$ cat config.mk
export PLATFORM = sky130hd
export DESIGN_NAME = apb_gpio_slave_flat
export DESIGN_NICKNAME = d
export VERILOG_FILES = /design/src/rtl/apb_gpio_pkg.sv /design/src/rtl/apb_gpio_if.sv /design/src/rtl/gpio_sync_edge.sv /design/src/rtl/apb_gpio_slave.sv /design/src/flat_wrapper.sv
export SDC_FILE = /design/constraint.sdc
export NUM_CORES = 1
export LEC_CHECK = 0
export BUFFER_PORTS_ARGS = -buffer_cell sky130_fd_sc_hd__buf_4
export CORE_MARGIN = 8
export CORE_UTILIZATION = 25
export CTS_CLUSTER_DIAMETER = 120
export DETAILED_ROUTE_END_ITERATION = 8
export SLEW_MARGIN = 20
export SYNTH_ARGS = -nofsm -noshare
export SYNTH_HDL_FRONTEND = slang
export SYNTH_HIERARCHICAL = 1
export SYNTH_SLANG_ARGS = --single-unit
$ cat constraint.sdc
create_clock -name pclk_i -period 3.16 [get_ports pclk_i]
set_clock_uncertainty 0.05 [all_clocks]
set_input_delay 0.632 -clock pclk_i [delete_from_list [all_inputs] [get_ports pclk_i]]
set_output_delay 0.632 -clock pclk_i [all_outputs]
set_load 0.01 [all_outputs]
$ cat src/rtl/apb_gpio_pkg.sv
// Shared constants for the APB GPIO completer: register offsets, FSM encoding,
// wait-state counter width.
package apb_gpio_pkg;

    localparam logic [7:0] OFS_DATA_OUT = 8'h00;
    localparam logic [7:0] OFS_DIR      = 8'h04;
    localparam logic [7:0] OFS_DATA_IN  = 8'h08;
    localparam logic [7:0] OFS_IRQ_EN   = 8'h0C;
    localparam logic [7:0] OFS_IRQ_POL  = 8'h10;
    localparam logic [7:0] OFS_IRQ_STAT = 8'h14;
    localparam logic [7:0] OFS_END      = 8'h18;

    localparam int WAIT_CNT_W = 4;

    typedef enum logic {
        ST_IDLE   = 1'b0,
        ST_ACCESS = 1'b1
    } apb_state_e;

    function automatic logic ofs_mapped(input logic [7:0] ofs);
        return ofs < OFS_END;
    endfunction

endpackage

$ cat src/rtl/apb_gpio_if.sv
// APB3 bus bundle between the bridge (master) and one GPIO completer (slave).
interface apb_gpio_if;
    logic        psel;
    logic        penable;
    logic        pwrite;
    logic [7:0]  paddr;
    logic [31:0] pwdata;
    logic [31:0] prdata;
    logic        pready;
    logic        pslverr;

    modport master (
        output psel, penable, pwrite, paddr, pwdata,
        input  prdata, pready, pslverr
    );

    modport slave (
        input  psel, penable, pwrite, paddr, pwdata,
        output prdata, pready, pslverr
    );
endinterface

$ cat src/rtl/gpio_sync_edge.sv
// Two-flop pin synchroniser followed by a previous-value flop; emits
// single-cycle rise/fall strobes on the synchronised bus.
module gpio_sync_edge #(
    parameter int WIDTH = 8
) (
    input  logic             clk_i,
    input  logic             rst_i,
    input  logic [WIDTH-1:0] pin_i,
    output logic [WIDTH-1:0] sync_o,
    output logic [WIDTH-1:0] rise_o,
    output logic [WIDTH-1:0] fall_o
);
    logic [WIDTH-1:0] meta_q;
    logic [WIDTH-1:0] sync_q;
    logic [WIDTH-1:0] prev_q;

    // Everything clears together so a low pin produces no edge out of reset.
    always_ff @(posedge clk_i) begin
        if (rst_i) begin
            meta_q <= '0;
            sync_q <= '0;
            prev_q <= '0;
        end else begin
            meta_q <= pin_i;
            sync_q <= meta_q;
            prev_q <= sync_q;
        end
    end

    assign sync_o = sync_q;
    assign rise_o = sync_q & ~prev_q;
    assign fall_o = ~sync_q & prev_q;
endmodule

$ cat src/rtl/apb_gpio_slave.sv
// APB3 GPIO completer: programmable wait states, output/direction registers,
// synchronised inputs and edge-triggered, maskable interrupts.
//
//  state     | meaning
//  ST_IDLE   | no transfer in progress; waiting for a setup phase
//  ST_ACCESS | access phase; wait counter runs down, PREADY at zero
module apb_gpio_slave
    import apb_gpio_pkg::*;
#(
    parameter int                IO_NUM      = 8,
    parameter int                WAIT_STATES = 0,
    parameter logic [IO_NUM-1:0] OUT_RESET   = '0
) (
    input  logic              pclk_i,
    input  logic              preset_i,
    apb_gpio_if.slave         apb_io,
    input  logic [IO_NUM-1:0] gpio_in_i,
    output logic [IO_NUM-1:0] gpio_out_o,
    output logic [IO_NUM-1:0] gpio_oe_o,
    output logic              int_o
);
    localparam logic [WAIT_CNT_W-1:0] WAIT_INIT = WAIT_CNT_W'(WAIT_STATES);

    apb_state_e            state_q, state_d;
    logic [WAIT_CNT_W-1:0] cnt_q, cnt_d;

    logic [IO_NUM-1:0] data_out_q, data_out_d;
    logic [IO_NUM-1:0] dir_q, dir_d;
    logic [IO_NUM-1:0] irq_en_q, irq_en_d;
    logic [IO_NUM-1:0] irq_pol_q, irq_pol_d;
    logic [IO_NUM-1:0] irq_stat_q, irq_stat_d;

    logic [IO_NUM-1:0] pin_sync, pin_rise, pin_fall, edge_hit, wdata_io, rd_io;
    logic [7:0]        addr_ofs;
    logic              acc_err, wr_en;
    logic [31:0]       rd_word;
    logic              unused_bits;

    assign addr_ofs    = {apb_io.paddr[7:2], 2'b00};
    assign wdata_io    = apb_io.pwdata[IO_NUM-1:0];
    assign unused_bits = ^{apb_io.paddr[1:0], apb_io.pwdata};

    gpio_sync_edge #(.WIDTH(IO_NUM)) u_sync (
        .clk_i  (pclk_i),
        .rst_i  (preset_i),
        .pin_i  (gpio_in_i),
        .sync_o (pin_sync),
        .rise_o (pin_rise),
        .fall_o (pin_fall)
    );

    always_ff @(posedge pclk_i) begin
        if (preset_i) begin
            state_q <= ST_IDLE;
            cnt_q   <= '0;
        end else begin
            state_q <= state_d;
            cnt_q   <= cnt_d;
        end
    end

    always_comb begin
        state_d = state_q;
        cnt_d   = cnt_q;
        case (state_q)
            ST_IDLE: begin
                if (apb_io.psel && !apb_io.penable) begin
                    state_d = ST_ACCESS;
                    cnt_d   = WAIT_INIT;
                end
            end
            ST_ACCESS: begin
                // A deselect mid-access is a protocol violation: abandon quietly.
                if (!apb_io.psel) begin
                    state_d = ST_IDLE;
                end else if (apb_io.penable) begin
                    if (cnt_q != '0) cnt_d   = cnt_q - WAIT_CNT_W'(1);
                    else             state_d = ST_IDLE;
                end
            end
            default: state_d = ST_IDLE;
        endcase
    end

    always_comb begin
        apb_io.pready = (state_q == ST_ACCESS) && apb_io.psel && apb_io.penable && (cnt_q == '0);
        acc_err       = !ofs_mapped(addr_ofs) || (apb_io.pwrite && addr_ofs == OFS_DATA_IN);
        apb_io.pslverr = apb_io.pready && acc_err;
        wr_en         = apb_io.pready && apb_io.pwrite && !acc_err;
        apb_io.prdata = (apb_io.pready && !apb_io.pwrite && !acc_err) ? rd_word : 32'h0;
    end

    always_comb begin
        rd_io = '0;
        case (addr_ofs)
            OFS_DATA_OUT: rd_io = data_out_q;
            OFS_DIR:      rd_io = dir_q;
            OFS_DATA_IN:  rd_io = pin_sync;
            OFS_IRQ_EN:   rd_io = irq_en_q;
            OFS_IRQ_POL:  rd_io = irq_pol_q;
            OFS_IRQ_STAT: rd_io = irq_stat_q;
            default:      rd_io = '0;
        endcase
        rd_word             = '0;
        rd_word[IO_NUM-1:0] = rd_io;
    end

    assign edge_hit = (pin_rise & ~irq_pol_q) | (pin_fall & irq_pol_q);

    always_comb begin
        data_out_d = data_out_q;
        dir_d      = dir_q;
        irq_en_d   = irq_en_q;
        irq_pol_d  = irq_pol_q;
        irq_stat_d = irq_stat_q;
        if (wr_en) begin
            case (addr_ofs)
                OFS_DATA_OUT: data_out_d = wdata_io;
                OFS_DIR:      dir_d      = wdata_io;
                OFS_IRQ_EN:   irq_en_d   = wdata_io;
                OFS_IRQ_POL:  irq_pol_d  = wdata_io;
                OFS_IRQ_STAT: irq_stat_d = irq_stat_q & ~wdata_io;
                default:      ;
            endcase
        end
        // New edges are applied after the clear so a coincident edge survives.
        irq_stat_d = irq_stat_d | edge_hit;
    end

    always_ff @(posedge pclk_i) begin
        if (preset_i) begin
            data_out_q <= OUT_RESET;
            dir_q      <= '0;
            irq_en_q   <= '0;
            irq_pol_q  <= '0;
            irq_stat_q <= '0;
        end else begin
            data_out_q <= data_out_d;
            dir_q      <= dir_d;
            irq_en_q   <= irq_en_d;
            irq_pol_q  <= irq_pol_d;
            irq_stat_q <= irq_stat_d;
        end
    end

    assign gpio_out_o = data_out_q;
    assign gpio_oe_o  = dir_q;
    assign int_o      = |(irq_stat_q & irq_en_q);
endmodule

$ cat src/flat_wrapper.sv
// flat-port wrapper written by rule: the top's interface ports become plain ports
module apb_gpio_slave_flat import apb_gpio_pkg::*;
#(
    parameter int                IO_NUM      = 8,
    parameter int                WAIT_STATES = 0,
    parameter logic [IO_NUM-1:0] OUT_RESET   = '0
)
  (pclk_i, preset_i, gpio_in_i, gpio_out_o, gpio_oe_o, int_o, apb_io_psel, apb_io_penable, apb_io_pwrite, apb_io_paddr, apb_io_pwdata, apb_io_prdata, apb_io_pready, apb_io_pslverr);
  apb_gpio_if apb_io_i ();
  input  logic pclk_i;
  input  logic preset_i;
  input  logic [IO_NUM-1:0] gpio_in_i;
  output logic [IO_NUM-1:0] gpio_out_o;
  output logic [IO_NUM-1:0] gpio_oe_o;
  output logic int_o;
  input wire logic [$bits(apb_io_i.psel)-1:0] apb_io_psel;
  input wire logic [$bits(apb_io_i.penable)-1:0] apb_io_penable;
  input wire logic [$bits(apb_io_i.pwrite)-1:0] apb_io_pwrite;
  input wire logic [$bits(apb_io_i.paddr)-1:0] apb_io_paddr;
  input wire logic [$bits(apb_io_i.pwdata)-1:0] apb_io_pwdata;
  output wire logic [$bits(apb_io_i.prdata)-1:0] apb_io_prdata;
  output wire logic [$bits(apb_io_i.pready)-1:0] apb_io_pready;
  output wire logic [$bits(apb_io_i.pslverr)-1:0] apb_io_pslverr;
  assign apb_io_i.psel = apb_io_psel;
  assign apb_io_i.penable = apb_io_penable;
  assign apb_io_i.pwrite = apb_io_pwrite;
  assign apb_io_i.paddr = apb_io_paddr;
  assign apb_io_i.pwdata = apb_io_pwdata;
  assign apb_io_prdata = apb_io_i.prdata;
  assign apb_io_pready = apb_io_i.pready;
  assign apb_io_pslverr = apb_io_i.pslverr;
  apb_gpio_slave #(.IO_NUM(IO_NUM), .WAIT_STATES(WAIT_STATES), .OUT_RESET(OUT_RESET)) u_core (.pclk_i(pclk_i), .preset_i(preset_i), .apb_io(apb_io_i), .gpio_in_i(gpio_in_i), .gpio_out_o(gpio_out_o), .gpio_oe_o(gpio_oe_o), .int_o(int_o));
endmodule
== Word-level counts from Yosys, hierarchy flattened ==
Cells that the tools add are included.

* Add/subtract/negate cells: 1
* Magnitude comparators: 1
* Equal/unequal tests: 9
* Mux-type cells: 14
* Bitwise gates (word level): 13
* Reduce and logical (&&, ||, !) cells: 24

{| class="wikitable"
|+ Operator list
! operator !! count
|-
| $and 8x8->8 || 6
|-
| $pmux 8 s6 || 1
|-
| $not 8->8 || 4
|-
| $mux 8 || 3
|-
| $mux 4 || 4
|-
| $or 8x8->8 || 2
|-
| $eq 6x2->1 const B || 2
|-
| $eq 6x3->1 const B || 2
|-
| $logic_and 1x1->1 || 10
|-
| $logic_not 8->1 || 1
|-
| $lt 8x5->1 const B || 1
|-
| $pmux 4 s2 || 1
|-
| $reduce_and 2->1 || 4
|-
| $reduce_or 8->1 || 1
|-
| $eq 6x1->1 const B || 1
|-
| $ne 2x2->1 const B || 3
|-
| $logic_not 1->1 || 4
|-
| $logic_not 4->1 || 1
|-
| $mux 1 || 4
|-
| $reduce_and 4->1 || 1
|-
| $reduce_bool 4->1 || 1
|-
| $sub 4x1->4 const B || 1
|-
| $ne 2x1->1 const B || 1
|-
| $pmux 1 s2 || 1
|-
| other kinds (2) || 2
|}

* Register bits: 69
* Bits of input ports: 53
* Output and inout bits: 51
* Word-level logic and storage cells: 72

== Logic depth before layout (Yosys ltp) ==
* Word-level depth: 7
* Depth in mapped cells: 7
* Mapped depth without buffers: 6

== Cells and area by module ==
The synthesis kept the hierarchy.

{| class="wikitable"
|+ By module, submodules not included
! module !! times used !! cells each !! area an instance (um^2)
|-
| apb_gpio_slave || 1 || 274 || 2567.5
|-
| gpio_sync_edge || 1 || 66 || 793.3
|}

== Worst setup path before layout ==
OpenSTA, ideal clock, no wires.

* Kind: flip-flop to output port
* Start: reg u_core.cnt_q[0]
* End: out apb_io_prdata[0]
* Arrival: 1778 ps
* Setup slack: 700 ps
* Cell stages (with the launch flop): 8
* Buffers on the path: 1
* Cell sequence: dfxtp_1 inv_1 ha_1 nor3b_4 nand3_2 or4_1 buf_2 o22ai_1

* Longest elaborated chain between the ends: 5

{| class="wikitable"
|+ Ends and longest elaborated chain
! what !! line !! source
|-
| start: declaration || apb_gpio_slave.sv:25 || <nowiki>logic [WAIT_CNT_W-1:0] cnt_q, cnt_d;</nowiki>
|-
| start signal: assignment || apb_gpio_slave.sv:58 || <nowiki>cnt_q <= cnt_d;</nowiki>
|-
| $logic_not 4->1 || apb_gpio_slave.sv:86 || <nowiki>apb_io.pready = (state_q == ST_ACCESS) && apb_io.psel && apb_io.penable && (cnt_q == '0);</nowiki>
|-
| $logic_and 1x1->1 || apb_gpio_slave.sv:86 ||
|-
| $logic_and 1x1->1 (2 in series) || apb_gpio_slave.sv:90 || <nowiki>apb_io.prdata = (apb_io.pready && !apb_io.pwrite && !acc_err) ? rd_word : 32'h0;</nowiki>
|-
| $mux 8 || apb_gpio_slave.sv:90 ||
|-
| end: declaration || flat_wrapper.sv:21 || <nowiki>output wire logic [$bits(apb_io_i.prdata)-1:0] apb_io_prdata;</nowiki>
|}

Every way passes these cells.

== Worst setup path in the final report ==
* Start: reg u_core.cnt_q[0]
* End: out apb_io_prdata[3]

Same word-level chain as after synthesis.

==> metrics.csv <==
stage,metric,value,unit
run_status,outcome,finished clean,
timing,"Setup violations, final",0,
global_routing,GRT met1 Usage,11.7,%
yosys,Post-synth ARST share,0,%
yosys,sequential share of the synthesized area,41.1,%
floorplanning,die area,17400,um2
timing,RSZ-0062 raised after global routing,no,
route,drt drc,0,
global_routing,met3 usage,3.32,%
final_layout,synthesis-to-layout area growth,23.2,%
clock_tree,CTS tree,yes,
clock_tree,clk root buf,clkbuf_16,
worst_setup_path,Critical Path Start,u_core/cnt_q[0]$_SDFFE_PP0P_,
placed_design,pre-CTS worst setup slack,0.265,ns
global_routing,total track usage,9.23,%
final_layout,Nets,446,
floorplanning,core area,13200,um2
yosys,Synth Register Bits,69,
timing,final hold vios,0,
clock_tree,Max clock buf depth,2,
placed_design,hpwl dp,5670,um
run,maxcap violations,0,
route,DR pass1 iterations,5,
floorplanning,I/O pins,104,
clock_tree,clk sinks,69,
worst_hold_path,Hold Crit Start,u_core/u_sync/meta_q[7]$_SDFF_PP0_,
yosys,Synth Cell Area,3360,um2
floorplanning,die width,132,um
yosys,Synth Area in Adders,0.372,%
route,final wirelength,8120,um
yosys,main flop type after synthesis,dfxtp_1,
route,Routed WL per cell,14.2,um
clock_tree,H-tree Lvls,3,
power_and_ir_drop,PwrDens,488,nW/um2
worst_setup_path,Crit Path Max Fanout,8,
power_and_ir_drop,Worst VDD drop,0.000269,V
worst_setup_path,Setup CP Type,reg2out,
timing,post-layout minimum cycle time,2.88,ns
yosys,number of distinct library cells after synthesis,45,
floorplanning,Die Y-Extent,132,um
global_routing,GR Overflow Total,0,
final_layout,final core utilization,31.4,%
timing,worst-margin pin slew,0.768,ns
yosys,post-synthesis mux area share,19.7,%
timing,final setup TNS,0,ns
power_and_ir_drop,P_leak,1.83,nW
yosys,Post-synth EDFFs,0,
worst_hold_path,Hold WC Path Type,reg2reg,
route,"antenna viol nets, final",0,
yosys,XOR/XNOR share of the synthesized area,0.521,%
final_layout,share of cells above drive strength 1,29.5,%
yosys,synthesized area per cell,9.88,um2
worst_setup_path,Critical Path RT,2.48,ns
timing,Fin Hold WS,0.380,ns
floorplanning,Rows,42,
yosys,largest family of logic cells by synthesized area,simple AND/OR/NAND/NOR gates,
clock_tree,CTS buffer count,9,
route,vias per cell,4.32,
route,total vias in the final route,2478,
final_layout,fillers,1372,
route,1st-iter DRT viols,120,
placed_design,quantity of I/O buffers inserted on ports,53,
timing,Final period util,91.2,%
global_routing,vias in the first global route,2422,
final_layout,Inserted Diodes,0,
yosys,Synth Area in Compound Gates,8.75,%
global_routing,initial antenna violation count,0,
global_routing,met2 usage,14.2,%
global_routing,first-pass GRT wire length,12900,um
worst_setup_path,worst path arrival time,2.20,ns
clock_tree,post-CTS setup buffer count,0,
global_routing,pin count of the biggest net entering global routing,69,
placed_design,GPL Wtd Cong,0.742,
clock_tree,Worst-Skew Late Latency,0.32,ns
power_and_ir_drop,Overall Power,2.02,mW
timing,Final Slew Violations,0,
timing,Slew Limit Headroom,48.8,%
yosys,Ys Warns,6,
yosys,Post-Synth Simple-Gate Area,20.4,%
floorplanning,Initial Util,25.5,%
timing,Max Fclk,347,MHz
timing,setup ws final,0.280,ns
clock_tree,clock-pin slew on the worst setup and hold paths,0.06,ns
worst_setup_path,Worst setup SP type,flop,
yosys,Mapped Cells,340,
worst_setup_path,Reg-to-Reg Start,u_core/cnt_q[0]$_SDFFE_PP0P_,
global_routing,GR peak layer,met2,
worst_setup_path,CP Capture Type,output port,
timing repair:
item,in CTS,in global routing
hold buffers,0,0
gates resized for setup,0,1
setup endpoints to repair,0,6
synthesized netlist by cell type, types with 3 or more instances:
cell,count,share of area [%]
a22oi_1,14,3.1
mux2_2,16,5.4
mux2i_1,48,14
nor2b_2,14,3.6
nor2b_1,25,4.7
clkbuf_1,6,0.67
nand4_2,3,1.1
buf_1,3,0.34
dfxtp_1,69,41
inv_1,10,1.1
a21oi_1,9,1.3
o22ai_1,7,1.3
nand2_1,3,0.34
o21ai_0,9,1.3
and2b_1,4,0.89
nor2_1,36,4.0
buf_2,3,0.45
nand2b_1,3,0.56
buf_4,26,5.8
flip-flops by register name, indices dropped and copies added (netlist names):
signal	flops
u_core/gpio_oe_o	8
u_core/gpio_out_o	8
u_core/u_sync/meta_q	8
u_core/u_sync/prev_q	8
u_core/state_q	1
u_core/irq_stat_q	8
u_core/u_sync/sync_o	8
u_core/irq_en_q	8
u_core/irq_pol_q	8
u_core/cnt_q	4
logic make-up (layout without fill, tap and decap cells):
logic type               after synthesis  count (layout)
AO/OA/AOI/OAI                         45              45
XOR/XNOR                               2               2
adder cells (fa/ha/maj)                1               1
buffers and inverters                 50              84
flip-flops                            69              69
multiplexers                          64              64
other                                  1              24
AND/OR/NAND/NOR                      108             108
worst max-delay path, cell delays in order (launching register included):
cell and delay (ns):
dfxtp_1 0.34, inv_1 0.07, ha_1 0.20, nor3b_4 0.22, nand3_2 0.11, or4_4 0.55, o22ai_1 0.22, buf_4 0.17
per-layer routing:
metal | vias up | share of wire (%)
li1 | 1236 | -
met1 | 1141 | 49
met2 | 90 | 43
met3 | 11 | 6.7
met4 | 0 | 1.4
met5 | - | 0
worst paths after layout:
| check | to | slack [ns] | depth (start not counted) |
|---|---|---|---|
| min | u_core/u_sync/sync_o[7]$_SDFF_PP0_ | 0.38 | 1 |
| max | apb_io_prdata[3] | 0.28 | 7 |
| max reg2reg | u_core/irq_stat_q[2]$_SDFF_PP0_ | 1.10 | 7 |
| min reg2reg | u_core/u_sync/sync_o[7]$_SDFF_PP0_ | 0.38 | 1 |
power breakdown:
group | internal [mW] | leakage (nW) | switching, mW | total, mW
logic | 0.0568 | 1.12 | 0.0745 | 0.131
registers | 0.889 | 0.561 | 0.0104 | 0.899
clock network | 0.612 | 0.142 | 0.377 | 0.989
final cells by class:
cell class	count	area (um2)	share of cell area, %
Sequential cell	69	1380	33.4
Inverter	10	37.5	0.906
Clock buffer	9	225	5.44
Tap cell	176	220	5.32
Timing Repair Buffer	58	435	10.5
Multi-Input combinational cell	244	1770	42.6
Clock inverter	7	76.3	1.84
placed cells by master, fill, tap and decap left out, types with 2 or more instances in the layout:
cell type   Yosys  layout
nor2b_1        25      25
nor4bb_1        2       2
nor2b_2        14      14
inv_1          10      10
clkinvlp_4      0       2
xor2_1          2       2
nand4_2         3       3
dfxtp_1        69      69
o21ai_0         9       9
and2b_1         4       4
nand3_1         2       2
clkbuf_16       0       9
nor2_1         36      36
nand4_1         2       2
nand2_1         3       3
nand2b_1        3       3
conb_1          1      24
mux2_2         16      16
clkinv_4        0       3
a21oi_1         9       9
and4b_1         2       2
mux2i_1        48      48
a22oi_1        14      14
o22ai_1         7       7
buf_4          26      58
per-stage QoR:
step                      instance area (um2)  cells
after floorplan                          3450    363
after global placement                   3840    557
after detailed placement                 3840    557
after CTS                                4140    573
after global routing                     4140    573
final                                    4140    573
(Power assumes the default switching activity.)
